$ cat src/rtl/muldiv_unit.sv
// muldiv_unit: iterative RV32M multiply/divide, one shift step per cycle, fixed XLEN+3 cycle occupancy.
// Operands become magnitudes at accept; signs are re-applied in FIX.
module muldiv_unit #(
    parameter int XLEN = 32
) (
    input  logic            clk_i,
    input  logic            rst_i,
    input  logic            req_valid_i,
    output logic            req_ready_o,
    input  logic [2:0]      op_i,
    input  logic [XLEN-1:0] A_i,
    input  logic [XLEN-1:0] B_i,
    input  logic            flush_i,
    output logic            res_valid_o,
    output logic [XLEN-1:0] res_o,
    output logic            busy_o
);
    localparam int CW = $clog2(XLEN);
    typedef enum logic [1:0] {IDLE, CALC, FIX, DONE} state_t;
    state_t          r_state;
    logic [CW-1:0]   r_cnt;
    logic [2:0]      r_op;
    logic [XLEN-1:0] r_ma, r_mb, r_hi, r_lo;
    logic            r_negp, r_nega, r_bz;
    logic            w_accept, w_sa, w_sb, w_na, w_nb;
    logic [XLEN-1:0] w_ma, w_mb, w_hi_nx, w_lo_nx, w_quo, w_rem, w_result;
    logic [XLEN:0]   w_sum, w_trial;
    logic [2*XLEN-1:0] w_prod;
    assign req_ready_o = (r_state == IDLE) && !rst_i;
    assign busy_o      = r_state != IDLE;
    assign w_accept    = req_valid_i && req_ready_o && !flush_i;
    assign w_sa = op_i[2] ? ~op_i[0] : (op_i[1:0] == 2'b01 || op_i[1:0] == 2'b10);
    assign w_sb = op_i[2] ? ~op_i[0] : (op_i[1:0] == 2'b01);
    assign w_na = w_sa && A_i[XLEN-1];
    assign w_nb = w_sb && B_i[XLEN-1];
    assign w_ma = w_na ? -A_i : A_i;
    assign w_mb = w_nb ? -B_i : B_i;
    // {r_hi,r_lo} is the product for multiply, {remainder,quotient/dividend} for divide
    assign w_sum   = {1'b0, r_hi} + {1'b0, (r_lo[0] ? r_ma : {XLEN{1'b0}})};
    assign w_trial = {r_hi, r_lo[XLEN-1]} - {1'b0, r_mb};
    assign w_hi_nx = !r_op[2] ? w_sum[XLEN:1] :
                     (w_trial[XLEN] ? {r_hi[XLEN-2:0], r_lo[XLEN-1]} : w_trial[XLEN-1:0]);
    assign w_lo_nx = !r_op[2] ? {w_sum[0], r_lo[XLEN-1:1]} : {r_lo[XLEN-2:0], ~w_trial[XLEN]};
    assign w_prod   = r_negp ? -{r_hi, r_lo} : {r_hi, r_lo};
    assign w_quo    = r_bz ? {XLEN{1'b1}} : (r_negp ? -r_lo : r_lo);
    assign w_rem    = r_nega ? -r_hi : r_hi;
    assign w_result = r_op[2] ? (r_op[1] ? w_rem : w_quo) :
                      (r_op[1:0] == 2'b00 ? w_prod[XLEN-1:0] : w_prod[2*XLEN-1:XLEN]);
    always_ff @(posedge clk_i or posedge rst_i) begin
        if (rst_i) begin
            r_state     <= IDLE;
            r_cnt       <= '0;
            r_op        <= '0;
            r_ma        <= '0;
            r_mb        <= '0;
            r_hi        <= '0;
            r_lo        <= '0;
            r_negp      <= 1'b0;
            r_nega      <= 1'b0;
            r_bz        <= 1'b0;
            res_o       <= '0;
            res_valid_o <= 1'b0;
        end else begin
            res_valid_o <= 1'b0;
            if (r_state != IDLE && flush_i) begin
                r_state <= IDLE;
            end else begin
                case (r_state)
                    IDLE: if (w_accept) begin
                        r_state <= CALC;
                        r_cnt   <= '0;
                        r_op    <= op_i;
                        r_ma    <= w_ma;
                        r_mb    <= w_mb;
                        r_negp  <= w_na ^ w_nb;
                        r_nega  <= w_na;
                        r_bz    <= B_i == '0;
                        r_hi    <= '0;
                        r_lo    <= op_i[2] ? w_ma : w_mb;
                    end
                    CALC: begin
                        r_hi  <= w_hi_nx;
                        r_lo  <= w_lo_nx;
                        r_cnt <= r_cnt + CW'(1);
                        if (r_cnt == CW'(XLEN - 1)) r_state <= FIX;
                    end
                    FIX: begin
                        res_o       <= w_result;
                        res_valid_o <= 1'b1;
                        r_state     <= DONE;
                    end
                    default: r_state <= IDLE;
                endcase
            end
        end
    end
endmodule

$ cat config.mk
export PLATFORM = sky130hd
export DESIGN_NAME = muldiv_unit
export DESIGN_NICKNAME = d
export VERILOG_FILES = /design/src/rtl/muldiv_unit.sv
export SDC_FILE = /design/constraint.sdc
export NUM_CORES = 1
export LEC_CHECK = 0
export BUFFER_PORTS_ARGS = -buffer_cell sky130_fd_sc_hd__buf_2
export CAP_MARGIN = 20
export CORE_MARGIN = 2
export CORE_UTILIZATION = 30
export DETAILED_ROUTE_END_ITERATION = 7
export PLACE_DENSITY = 0.47
export SYNTH_ARGS = -nofsm -noshare
export SYNTH_HDL_FRONTEND = slang
export SYNTH_SLANG_ARGS = --single-unit
$ cat constraint.sdc
create_clock -name clk_i -period 9.1 [get_ports clk_i]
set_input_delay 1.82 -clock clk_i [delete_from_list [all_inputs] [get_ports clk_i]]
set_output_delay 1.82 -clock clk_i [all_outputs]
set_load 0.005 [all_outputs]
==> reports/qor.csv <==
metric,value,unit
status,finished clean,
postCtsHoldBufs,0,
final.setup.tns,0,ps
cts_setup_buffers,0,
num_vias,14917,
path_cells,inv_1 > fa_1 > nand2b_1 > a21oi_1 > o21ai_0 > a2111oi_0 > nor2_1 > a21boi_1 > xnor2_1 > or4_1 > a41oi_1,
synth_compound_area_frac,0.257,
rsz0062_at_grt,false,
synth.distinct_cells,82,
fmax,0.210,GHz
rows,83,
placed_cell_area,16600,µm²
n_antenna_cell,0,
die_width,232,µm
portBuffers,105,
cts_buffers,17,
h-tree-depth,4,
net-switching-power,0.00341,W
gr-total-overflow,0,
setup_viol_count_final,0,
dp_hpwl,47200,µm
routed_via_density,5.53,
crit_fanout,8,
worstSetupPathType,reg2reg,
cts_resized,0,
gp_congestion,0.903,
syn_nets,2136,
clockBufferDepth,2,
postRouteAntennaNets,0,
core-area,51300,µm²
crit_required,9480,ps
async_reset_ff_frac,1.00,
switching_share,0.519,
critical-path-top-delay-family,compound AO/OA/AOI/OAI gates,
synth_adder_area_share,0.0622,
final_area,17300,µm²
stdcell_count,2696,
ys_warn_count,0,
synth_xor_area_frac,0.112,
crit_cells,11,
yosysTopAreaCellShare,0.280,
clock_power_share,0.123,
r2r_end,r_hi[29],
synthCells,1989,
layout-drive-gt1-share,0.106,
dp.cells,2663,
path_clk_slew,80,ps
slowest_stage,or4_1,
start_util,0.303,
drv_slew,0,
yosys.area_share.simple,0.193,
hold_viol_final,0,
cts-root-buf,clkbuf_16,
first_pass_iters,5,
drc,0,
crit_buf_inv,1,
slowest_delay,710,ps
dieArea,53600,µm²
worst-r2r-cell-count,11,
finalClockSkew,15.6,ps
worstHoldPathType,reg2reg,
crit_path_end_kind,register,
holdPathEnd,r_ma[18],
yosys-top-cells-area,"dfrtp_1, o21ai_0, nand2_1, ha_1, xnor2_1",
synthMuxAreaShare,0.0440,
hp-start,r_ma[18],
ios,106,
holdPathStages,2,
r2r_slack,4340,ps
relSlewSlack,0.249,
ys.flop_type,dfrtp_1,
maxCapViolCount,0,
die_y,232,µm
synth_area_per_cell,7.81,µm²
power_density,380,nW/µm²
synth_area,15500,µm²
drt_wl_total,60600,µm
grt_pass1_wl,91300,µm
grt_pass1_vias,14464,
cts_tree,built,
worst_pin_slew,1130,ps
area_growth,11.2,%
r2r-start,r_hi[0],
share_comb_of_total_power,0.624,
p_total,0.00657,W
fin_nets,2150,
peakVddDrop,0.121,mV
intPower,0.00316,W
yosys.area.top_type,dfrtp_1,
yosysSeqAreaShare,0.280,
grt_antenna_before_repair,0,
wl_per_cell,22.5,µm
seqPwrFrac,0.253,
final.period_utilization,0.523,
p_leak,7.44,nW
cts_sinks,174,
synth_top_family_by_area,compound AO/OA/AOI/OAI gates,
critPathArrivalTime,5140,ps
period_minus_slack,4760,ps
clk_latency,470,ps
grt_use_total,0.226,
ys_ff_latch,174,
drt_iter0_drc,1275,
synth-edff-count,0,
crit_path_start_kind,register,
grt_max_degree,94,
-- cell usage after synthesis (all sizes together) (5+ instances only) --
| cell type | number |
|---|---|
| a311oi | 5 |
| a221o | 10 |
| nand3 | 32 |
| o211ai | 16 |
| nand2b | 14 |
| nand2 | 251 |
| xor2 | 99 |
| o41ai | 12 |
| a211oi | 26 |
| o31ai | 26 |
| nor3 | 32 |
| a22oi | 26 |
| o21ai | 224 |
| buf | 13 |
| nor2 | 128 |
| nand3b | 5 |
| inv | 73 |
| a211o | 6 |
| o21a | 12 |
| nor2b | 20 |
| or3 | 15 |
| a31oi | 17 |
| nor4 | 17 |
| and2 | 39 |
| a22o | 6 |
| and3 | 19 |
| a2111oi | 5 |
| a21o | 25 |
| or4 | 22 |
| mux2i | 39 |
| ha | 74 |
| mux2 | 26 |
| a221oi | 17 |
| clkbuf | 123 |
| a21oi | 158 |
| o21bai | 10 |
| nand4 | 9 |
| a21boi | 7 |
| dfrtp | 174 |
| xnor2 | 100 |
-- per-layer routing --
| metal | global-route usage | part of all wire |
|---|---|---|
| met2 | 0.348 | 0.44 |
| met1 | 0.315 | 0.46 |
| met3 | 0.0427 | 0.068 |
| met4 | 0.0815 | 0.031 |
| met5 | 0 | 0 |
-- layout make-up --
type                       instances  area (µm²)
tap                              680         851
sequential                       174        4360
clock inverter                    13         176
timing repair buffer             131         748
clock buffer                      19         443
fill                            5535       34000
multi-input combinational       1604       10400
inverter                          75         287
-- state kept, by name, summed over array words and instances, names as in the netlist --
name         count
r_hi            32
r_lo            32
r_ma            32
r_mb            32
res_o           32
r_cnt            5
r_op             3
r_state          2
r_bz             1
r_nega           1
r_negp           1
res_valid_o      1
-- per-stage QoR --
stage          setup slack (ps)   util  hold slack, ps
2_1_floorplan              2560      -             438
3_3_place_gp               4170  0.324             455
3_5_place_dp               4120  0.324             463
4_1_cts                    4410  0.337             480
5_1_grt                    4210  0.337             505
6_report                   4340  0.337             474
-- cell families after synthesis --
group	Yosys count
compound gates	640
buf+inv	211
xor+xnor	199
simple gates	624
flops	174
fa+ha+maj	76
mux	65
-- placed cells by master (no fill, tap or decap), types with 6 or more instances in the layout --
master,instances
a31oi_1,17
dfrtp_1,172
and2_1,39
a211o_1,6
nand2_1,251
a211oi_1,26
o21bai_1,10
buf_4,24
o21a_1,12
and3_1,19
a221oi_1,17
clkbuf_16,17
a221o_1,10
a21o_1,25
or3_1,13
a22o_1,6
xnor2_1,100
inv_1,72
o31ai_1,23
nor2_1,128
nor4_1,17
nand4_1,9
a21oi_1,157
a22oi_1,26
xor2_1,98
o211ai_1,16
or4_1,19
mux2i_1,39
nor3_1,31
o41ai_1,11
nor2b_1,20
mux2_2,26
nand3_1,31
buf_2,105
nand2b_1,14
o21ai_0,218
ha_1,73
-- power by group through the flow --
stage          combinational (W)  clock, W  sequential [W]
2_1_floorplan            0.00301         0         0.00134
3_3_place_gp             0.00401         0         0.00168
3_5_place_dp             0.00404         0         0.00167
4_1_cts                  0.00406  0.000825         0.00166
5_1_grt                  0.00453  0.000850         0.00170
6_report                 0.00410  0.000807         0.00166
-- worst max-delay path by stage --
stage / from / to / slack, ps
after floorplan: rst_i / r_bz / 2560
after global placement: B_i[12] / r_lo[29] / 4170
after detailed placement: B_i[12] / r_lo[29] / 4120
after CTS: r_hi[0] / r_hi[26] / 4410
after global routing: r_hi[0] / r_hi[29] / 4210
final: r_hi[0] / r_hi[29] / 4340
-- worst min-delay path, cell delays in order (launching register included) --
cell and delay, ps:
dfrtp_1 340, nand2_1 50, o21ai_0 60
Power figures use the tool's default switching activity.
